**src/rtl/lsu_pkg.sv**
```systemverilog
`default_nettype none
// ----------------------------------------------------------------------------
// lsu_pkg: shared constants, state encoding and request checks. Rev 1.0
// ----------------------------------------------------------------------------
package lsu_pkg;

  localparam logic [2:0] F3_B  = 3'b000;
  localparam logic [2:0] F3_H  = 3'b001;
  localparam logic [2:0] F3_W  = 3'b010;
  localparam logic [2:0] F3_BU = 3'b100;
  localparam logic [2:0] F3_HU = 3'b101;

  localparam int         BEATS     = 4;
  localparam logic [1:0] LAST_BEAT = 2'(BEATS - 1);

  typedef enum logic [2:0] {
    ST_IDLE  = 3'd0,
    ST_RD    = 3'd1,
    ST_MERGE = 3'd2,
    ST_WR    = 3'd3,
    ST_FIN   = 3'd4
  } state_t;

  // Illegal width for the direction, or an access that straddles its natural alignment.
  function automatic logic req_error(input logic write, input logic [2:0] funct3,
                                     input logic [1:0] addr_lo);
    logic err;
    err = 1'b0;
    if (write) begin
      case (funct3)
        F3_B:    err = 1'b0;
        F3_H:    err = addr_lo[0];
        F3_W:    err = |addr_lo;
        default: err = 1'b1;
      endcase
    end else begin
      case (funct3)
        F3_B, F3_BU: err = 1'b0;
        F3_H, F3_HU: err = addr_lo[0];
        F3_W:        err = |addr_lo;
        default:     err = 1'b1;
      endcase
    end
    return err;
  endfunction

endpackage
`default_nettype wire

```
**src/rtl/lsu_lane.sv**
```systemverilog
`default_nettype none
// ----------------------------------------------------------------------------
// lsu_lane: load lane extraction/extension and sub-word store merge. Rev 1.0
// ----------------------------------------------------------------------------
module lsu_lane (
  input  logic [2:0]  funct3,
  input  logic [1:0]  addr_lo,
  input  logic [31:0] rdata,
  input  logic [31:0] wdata,
  output logic [31:0] load_data,
  output logic [31:0] merged
);
  import lsu_pkg::*;

  logic [7:0]  byte_sel;
  logic [15:0] half_sel;

  always_comb begin
    byte_sel = rdata[{addr_lo, 3'b000} +: 8];
    half_sel = rdata[{addr_lo[1], 4'b0000} +: 16];

    case (funct3)
      F3_B:    load_data = {{24{byte_sel[7]}}, byte_sel};
      F3_BU:   load_data = {24'h000000, byte_sel};
      F3_H:    load_data = {{16{half_sel[15]}}, half_sel};
      F3_HU:   load_data = {16'h0000, half_sel};
      default: load_data = rdata;
    endcase

    // Only SB/SH reach the merge; everything that is not a byte is a halfword.
    merged = rdata;
    if (funct3 == F3_B) begin
      merged[{addr_lo, 3'b000} +: 8] = wdata[7:0];
    end else begin
      merged[{addr_lo[1], 4'b0000} +: 16] = wdata[15:0];
    end
  end

endmodule
`default_nettype wire

```
**src/rtl/load_store_unit.sv**
```systemverilog
`default_nettype none
// ----------------------------------------------------------------------------
// load_store_unit: sequences 4-beat data-memory accesses for loads/stores. Rev 1.0
// ----------------------------------------------------------------------------
module load_store_unit (
  input  logic        clk,
  input  logic        rst,
  input  logic        req_valid,
  input  logic        req_write,
  input  logic [2:0]  req_funct3,
  input  logic [31:0] req_addr,
  input  logic [31:0] req_wdata,
  output logic        busy,
  output logic        resp_valid,
  output logic [31:0] resp_rdata,
  output logic        resp_err,
  output logic        mem_read,
  output logic        mem_write,
  output logic [31:0] mem_addr,
  output logic [31:0] mem_wdata,
  input  logic [31:0] mem_rdata
);
  import lsu_pkg::*;

  state_t      state;
  logic [1:0]  cnt;
  logic [2:0]  funct3_q;
  logic [1:0]  addr_lo_q;
  logic        write_q;
  logic        err_q;
  logic [31:0] load_data;
  logic [31:0] merged;

  // mem_wdata doubles as the store-data holding register until the merge overwrites it.
  lsu_lane u_lane (
    .funct3    (funct3_q),
    .addr_lo   (addr_lo_q),
    .rdata     (mem_rdata),
    .wdata     (mem_wdata),
    .load_data (load_data),
    .merged    (merged)
  );

  assign busy      = (state != ST_IDLE);
  assign mem_read  = (state == ST_RD);
  assign mem_write = (state == ST_WR);

  always_ff @(posedge clk or posedge rst) begin
    if (rst) begin
      state      <= ST_IDLE;
      cnt        <= 2'd0;
      funct3_q   <= 3'd0;
      addr_lo_q  <= 2'd0;
      write_q    <= 1'b0;
      err_q      <= 1'b0;
      resp_valid <= 1'b0;
      resp_err   <= 1'b0;
      resp_rdata <= 32'd0;
      mem_addr   <= 32'd0;
      mem_wdata  <= 32'd0;
    end else begin
      resp_valid <= 1'b0;
      case (state)
        ST_IDLE: begin
          if (req_valid) begin
            mem_addr  <= {req_addr[31:2], 2'b00};
            addr_lo_q <= req_addr[1:0];
            funct3_q  <= req_funct3;
            write_q   <= req_write;
            err_q     <= req_error(req_write, req_funct3, req_addr[1:0]);
            cnt       <= 2'd0;
            if (req_write) begin
              mem_wdata <= req_wdata;
            end
            if (req_error(req_write, req_funct3, req_addr[1:0])) begin
              state <= ST_FIN;
            end else if (req_write && (req_funct3 == F3_W)) begin
              state <= ST_WR;
            end else begin
              state <= ST_RD;
            end
          end
        end
        ST_RD: begin
          cnt <= cnt + 2'd1;
          if (cnt == LAST_BEAT) begin
            state <= write_q ? ST_MERGE : ST_FIN;
          end
        end
        ST_MERGE: begin
          mem_wdata <= merged;
          state     <= ST_WR;
        end
        ST_WR: begin
          cnt <= cnt + 2'd1;
          if (cnt == LAST_BEAT) begin
            state <= ST_FIN;
          end
        end
        ST_FIN: begin
          state      <= ST_IDLE;
          resp_valid <= 1'b1;
          resp_err   <= err_q;
          resp_rdata <= (write_q || err_q) ? 32'd0 : load_data;
        end
        default: state <= ST_IDLE;
      endcase
    end
  end

endmodule
`default_nettype wire

```
**config.mk**
```make
export PLATFORM = sky130hd
export DESIGN_NAME = load_store_unit
export DESIGN_NICKNAME = d
export VERILOG_FILES = /design/src/rtl/lsu_pkg.sv /design/src/rtl/lsu_lane.sv /design/src/rtl/load_store_unit.sv
export SDC_FILE = /design/constraint.sdc
export NUM_CORES = 1
export LEC_CHECK = 0
export CAP_MARGIN = 10
export CORE_UTILIZATION = 45
export CTS_CLUSTER_DIAMETER = 30
export DETAILED_ROUTE_END_ITERATION = 10
export GPL_ROUTABILITY_DRIVEN = 0
export PLACE_DENSITY = 0.81
export SLEW_MARGIN = 20
export SYNTH_ARGS = -nofsm -noshare
export SYNTH_HDL_FRONTEND = slang
export SYNTH_SLANG_ARGS = --single-unit
```
**constraint.sdc**
```tcl
create_clock -name clk -period 5.13 [get_ports clk]
set_input_delay 1.2825 -clock clk [delete_from_list [all_inputs] [get_ports clk]]
set_output_delay 1.2825 -clock clk [all_outputs]
set_load 0.02 [all_outputs]
```
# Word level (Yosys, flattened, before mapping)
# Index checks and enable logic that the tools add are counted.
[classes]
add_sub_neg = 3
eq_ne = 16
n_shift = 6
n_mux = 23
n_reduce_logical = 16
[op_table]
columns = ["op", "n"]
rows = [
  ["32-bit 2-to-1 mux", 4],
  ["32-bit one-hot mux with 4 select lines", 1],
  ["32-bit bitwise mux", 2],
  ["32-bit one-hot mux with 2 select lines", 1],
  ["16-bit by 7-bit variable shift with 32-bit output, first input constant", 1],
  ["8-bit by 7-bit variable shift with 32-bit output, first input constant", 1],
  ["16-bit by 7-bit variable part select with 32-bit output", 1],
  ["32-bit by 6-bit variable part select with 16-bit output", 1],
  ["32-bit by 6-bit variable part select with 8-bit output", 1],
  ["8-bit by 7-bit variable part select with 32-bit output", 1],
  ["3-bit == test, second input constant", 5],
  ["3-bit 2-to-1 mux", 5],
  ["5-bit negation with 7-bit output", 2],
  ["3-bit one-hot mux with 4 select lines", 1],
  ["3-bit by 1-bit == test with 1-bit output, second input constant", 3],
  ["3-bit by 2-bit == test with 1-bit output, second input constant", 3],
  ["3-bit zero test", 3],
  ["2-bit OR reduction", 4],
  ["1-bit one-hot mux with 3 select lines", 2],
  ["3-bit AND reduction", 2],
  ["1-bit 2-to-1 mux", 4],
  ["2-bit 2-to-1 mux", 2],
  ["2-bit by 1-bit != test with 1-bit output, second input constant", 2],
  ["2-bit != test, second input constant", 2],
  ["other kinds (8)", 10],
]
[totals]
ff_bits = 108
input_bits = 103

# Logic depth before layout (Yosys ltp)
[logic_depth]
ltp_word = 9
depth_mapped = 8
ltp_nobuf = 6

# Modules after synthesis
# Synthesis repeated with hierarchy kept, for this count alone.
[unflattened]
cells_unflattened = 583
hier_area_um2 = 6115.9
[modules_own_cells]
columns = ["mod", "instances", "cells_per_inst", "area_each_um2", "seq_area_each_um2"]
rows = [
  ["load_store_unit", 1, 366, 4688.2, 2702.6],
  ["lsu_lane", 1, 217, 1427.6, 0.0],
]

# Worst setup path after synthesis
# No wires, ideal clock.
[synth_timing]
path_type = "input -> register"
startpoint = "input port mem_rdata[7]"
endpoint = "register resp_rdata[16]"
t_arrival_ps = 2437
setup_slack_ps = 2567
stages = 6
n_path_buf = 2
cell_sequence = "nor2b_1 -> a2111oi_0 -> and4bb_1 -> buf_4 -> buf_6 -> a221o_1"
[synth_via]
elab_chain_len = 3
[synth_rtl]
columns = ["item", "line", "text"]
rows = [
  ["start, declared", "load_store_unit.sv:21", "input logic [31:0] mem_rdata"],
  ["32-bit by 6-bit variable part select with 8-bit output", "lsu_lane.sv:19", "byte_sel = rdata[{addr_lo, 3'b000} +: 8];"],
  ["32-bit one-hot mux with 4 select lines", "lsu_lane.sv:22", "case (funct3)"],
  ["32-bit 2-to-1 mux", "load_store_unit.sv:104", "resp_rdata <= (write_q || err_q) ? 32'd0 : load_data;"],
  ["end signal, assigned", "load_store_unit.sv:104", ""],
  ["end, declared", "load_store_unit.sv:15", "output logic [31:0] resp_rdata,"],
]
# No other way between the ends.
# A chain may end at the register's enable or synchronous reset.

# Final worst setup path
[layout_timing]
startpoint = "register state[1]"
endpoint = "output port mem_write"
[layout_via]
elab_chain_len = 1
[layout_rtl]
columns = ["item", "line", "text"]
rows = [
  ["start, declared", "load_store_unit.sv:25", "state_t state;"],
  ["start signal, assigned", "load_store_unit.sv:87", "state <= write_q ? ST_MERGE : ST_FIN;"],
  ["3-bit by 2-bit == test with 1-bit output", "load_store_unit.sv:46", "assign mem_write = (state == ST_WR);"],
  ["end, declared", "load_store_unit.sv:18", "output logic mem_write,"],
]
# No other way between the ends.

==> results <==
- The flow ran to the end, and the final reports show no timing, DRC or antenna violations.
- The post-route cell area is 7900 µm².
- The share of the Yosys chip area taken by registers is 48.5%.
- Measured in cells, the most critical reg-to-reg path has a length of 4.
- The placed instances occupy a cell area of 7590 µm².
- The proportion of register bits with asynchronous set or reset after synthesis is 100%.
- The flop-to-flop setup slack is 1.90 ns.
- The largest family of logic cells by synthesized area is compound AO/OA/AOI/OAI gates.
- The number of setup buffers added after CTS is 0.
- The fraction of synthesized cell area in xor and xnor cells is 0%.
- The clock sink count is 108.
- The global-route track usage on met2 is 43.9%.
- The first global-routing pass estimated 27.4 mm of wire.
- The number of primary I/O pins is 204.
- Tracing the worst setup path back leads to its startpoint at state[1].
- The tool flagged a number of max-cap violations equal to 0.
- For this run, the slowest stage of the critical path takes 0.87 ns.
- The highest net fanout along the worst path is 25.
- The number of design-rule violations left by the first detailed-router iteration is 564.
- In the synthesized netlist the dominant register cell turns out to be sky130_fd_sc_hd__dfrtp_1.
- The total negative setup slack is 0 ns.
- Derived from the worst setup path, the maximum achievable clock frequency is 287 MHz.
- For this run, global-route usage on met3 was measured as 8.46%.
- The pin slew with the least headroom to its limit is 1.04 ns.
- The routed design has 17.7 mm of wire.
- The synthesized netlist occupies a cell area of 5570 µm².
- The quantity of gates resized following cts is 0.
- The layer flagged by global routing as most heavily used is met2.
- Across every metal layer, demand over resource in global routing totals 28.2%.
- The H-tree was split into 3 levels.
- The standard cell with the maximum stage delay on the critical path is sky130_fd_sc_hd__dfrtp_1.
- The overall die area is 12800 µm².
- The minimum setup slack after placement is 1.41 ns.
- Using the TritonRoute via totals, the vias-per-cell ratio works out to 5.98.
- The core region is 12100 µm².
- Once the floorplan was initialized, standard cells occupied 46.2% of the core.
- The area fraction in and, or, nand and nor cells after synthesis is 10.6%.
- The time the worst path needs with I/O delays and setup is 3.48 ns.
- In this run, post-CTS hold repair placed 0 buffers.
- The met1 layer usage reported by global route is 35.9%.
- The worst hold-check slack is 0.505 ns.
- In this run the clock root is driven by a sky130_fd_sc_hd__clkbuf_16.
- The top cell types in the final layout, fill and taps aside, are sky130_fd_sc_hd__clkdlybuf4s50_1 (201), sky130_fd_sc_hd__dfrtp_1 (108), sky130_fd_sc_hd__nand2_1 (49).
- The maximum number of pins on one net before global-route repair is 79.
- The number of warnings printed during yosys synthesis is 0.
- The most critical setup path has its endpoint at mem_write.
- Synthesis produced 502 cells.
- The worst setup path is of the flop to primary output kind.
- The remaining global-route overflow is 0.
- The worst setup path is launched from a flop.
- TritonCTS built the clock tree.
- Setup repair after global routing left no endpoint under its margin.
- Counting both buffers and inverters, the worst setup path holds a total of 2.
- Broken down by cell family, the worst path's largest delay share belongs to flip-flops.
- The largest total area in the synthesized netlist belongs to sky130_fd_sc_hd__dfrtp_1.
- The total power per unit cell area is 654 nW/µm².
- The ratio of cells with drive above 1 in the final layout is 13.1%.
- Summed over its instances, the top area cell type makes up 48.5% of the synthesized netlist area.
- Cells fill 65.5% of the core in the end.
- The number of global-route vias before repair is 5005.
- By area the synthesized netlist is led by sky130_fd_sc_hd__dfrtp_1 (49%), sky130_fd_sc_hd__mux2_2 (9.1%), sky130_fd_sc_hd__a221o_1 (5.8%).
- Counting instances, the worst hold path has a depth of 1.
- The static leakage is 3.33 nW.
- The die height is 113 µm.
- The half-perimeter wire length after placement is 13.0 mm.
- The startpoint identified for the worst register-to-register timing path is state[1].
- STA classifies the critical path endpoint as a primary output.
- Walking the worst path, the cells encountered are inv_1 -> nor2_1 -> clkdlybuf4s50_1.
- The clock-pin slew reported for the worst setup and hold paths after clock tree synthesis is 0.07 ns.
- The final-report max-slew violation count came to 0.
- The clock skew is 0.00831 ns.
- The floorplan has 40 rows.
- The library cell used most frequently in the layout, excluding fill and tap cells, is sky130_fd_sc_hd__clkdlybuf4s50_1.
- Across the VDD grid, the largest voltage drop is 0.000349 V.
- After synthesis the netlist holds a flip-flop and latch count of 108.
- The endpoint identified for the worst register-to-register timing path is mem_wdata[2].
- The portion of synthesized area spent on multiplexers is 13.6%.
- Across all setup checks in the final design, the least slack found is 1.65 ns.
- For the worst setup path, the data required time is 3.85 ns.
- The worst pin sits at a relative slew slack of 30.8%.
- The TritonCTS buffer count is 9.
- The average footprint of a synthesized cell is 11.1 µm².
- The detailed router placed 5059 vias in this run.
- The type of the most critical hold path is flop to flop.
- No sink is reached through more buffers than the 2 on the longest clock path.
- Dividing the final minimum period by the clock period gives 67.8%.
- The die extent in x is 113 µm.
- The number of iterations in the first detailed-routing pass is 5.
- The residual DRC count is 0.
- The clock latency of the later-clocked register in the worst-skew pair is 0.35 ns.
- Setup violations remaining at the end of the flow were counted as 0.
- Buffers placed on the I/O ports in this run total 201.
- The synthesized netlist contains 58 unique library cells.
- For the worst setup path, the data arrival time is 2.20 ns.
- The synthesized netlist devotes 20.5% of its cell area to compound gates.
- The adder-cell share of the synthesized area is 1.35%.
- The number of failing hold endpoints at the final stage is 0.
- The count of inserted antenna diode cells is 0.
- The remaining number of nets flagged by the antenna check after routing is 0.
- From synthesis to final layout, the design area changed by 41.8%.
- The number of enable flip-flop cells after synthesis is 0.
- The total number of nets in the final design is 784.
- The detail-routed net length per standard cell is 21.0 µm.
- The initial antenna violation count is 0.
- The critical path depth in cells is 3.
[logic make-up after synthesis]
kind of cell	after synthesis
AOI/OAI and AO/OA	151
and+or+nand+nor	112
DFF	108
muxes	65
buffers and inverters	59
adders and majority gates	6
other	1
[report_power, final]
part	leakage [nW]	internal [mW]	total (mW)	switching, mW
Combinational	1.84	1.36	2.75	1.38
Sequential	1.34	1.26	1.69	0.423
Clock	0.154	0.427	0.733	0.306
[synthesized netlist by cell type (all sizes together), types with 2 or more instances]
| cell | n |
|---|---|
| a22oi | 6 |
| o31ai | 9 |
| nand3 | 11 |
| nor4 | 3 |
| or3b | 2 |
| a31o | 6 |
| nand2 | 49 |
| a22o | 10 |
| nand2b | 2 |
| a222oi | 2 |
| buf | 27 |
| nor4b | 2 |
| dfrtp | 108 |
| nor2 | 15 |
| a221o | 32 |
| mux2 | 53 |
| a21oi | 24 |
| or4b | 2 |
| o21ai | 35 |
| ha | 6 |
| inv | 15 |
| clkbuf | 17 |
| and3 | 2 |
| nor2b | 4 |
| nor3 | 10 |
| mux2i | 11 |
| a311oi | 8 |
| a221oi | 10 |
| or2 | 3 |
[per-layer routing]
metal	vias up	routed length, µm
met5	-	0
met3	51	1980
met2	330	8140
met4	0	592
met1	2443	7030
li1	2235	-
[flip-flops by register name, summed over array words and instances, names as in the netlist]
signal and count:
cnt 2, resp_rdata 32, funct3_q 3, resp_err 1
write_q 1, mem_wdata 32, state 3, resp_valid 1
addr_lo_q 2, mem_addr 30, err_q 1
[worst reg2reg max path, stage by stage (launching register included)]
cell	delay [ns]
sky130_fd_sc_hd__dfrtp_1	0.87
sky130_fd_sc_hd__or3b_1	0.84
sky130_fd_sc_hd__nor3_4	0.47
sky130_fd_sc_hd__a311o_1	0.56
sky130_fd_sc_hd__mux2_4	0.37
[through the flow]
stage / power (mW) / instances
global route: 5.45 / 846
finish: 5.17 / 846
CTS: 5.17 / 846
global placement: 4.33 / 832
floorplan: 3.27 / 503
detailed placement: 4.42 / 832
[worst min-delay path by stage]
stage | start | end
after floorplan | cnt[0] | cnt[0]
after global placement | resp_rdata[9] | resp_rdata[9]
after detailed placement | resp_rdata[12] | resp_rdata[12]
after CTS | mem_addr[19] | mem_addr[19]
after global routing | mem_addr[13] | mem_addr[13]
final | mem_addr[16] | mem_addr[16]
[area by class of cell]
| class | instances | area, µm² |
|---|---|---|
| Tap cell | 168 | 210 |
| Clock inverter | 1 | 30.0 |
| Timing Repair Buffer | 205 | 2040 |
| Sequential cell | 108 | 2700 |
| Multi-Input combinational cell | 336 | 2570 |
| Clock buffer | 13 | 280 |
| Fill cell | 948 | 4160 |
| Inverter | 15 | 61.3 |
(Power assumes the default switching activity.)
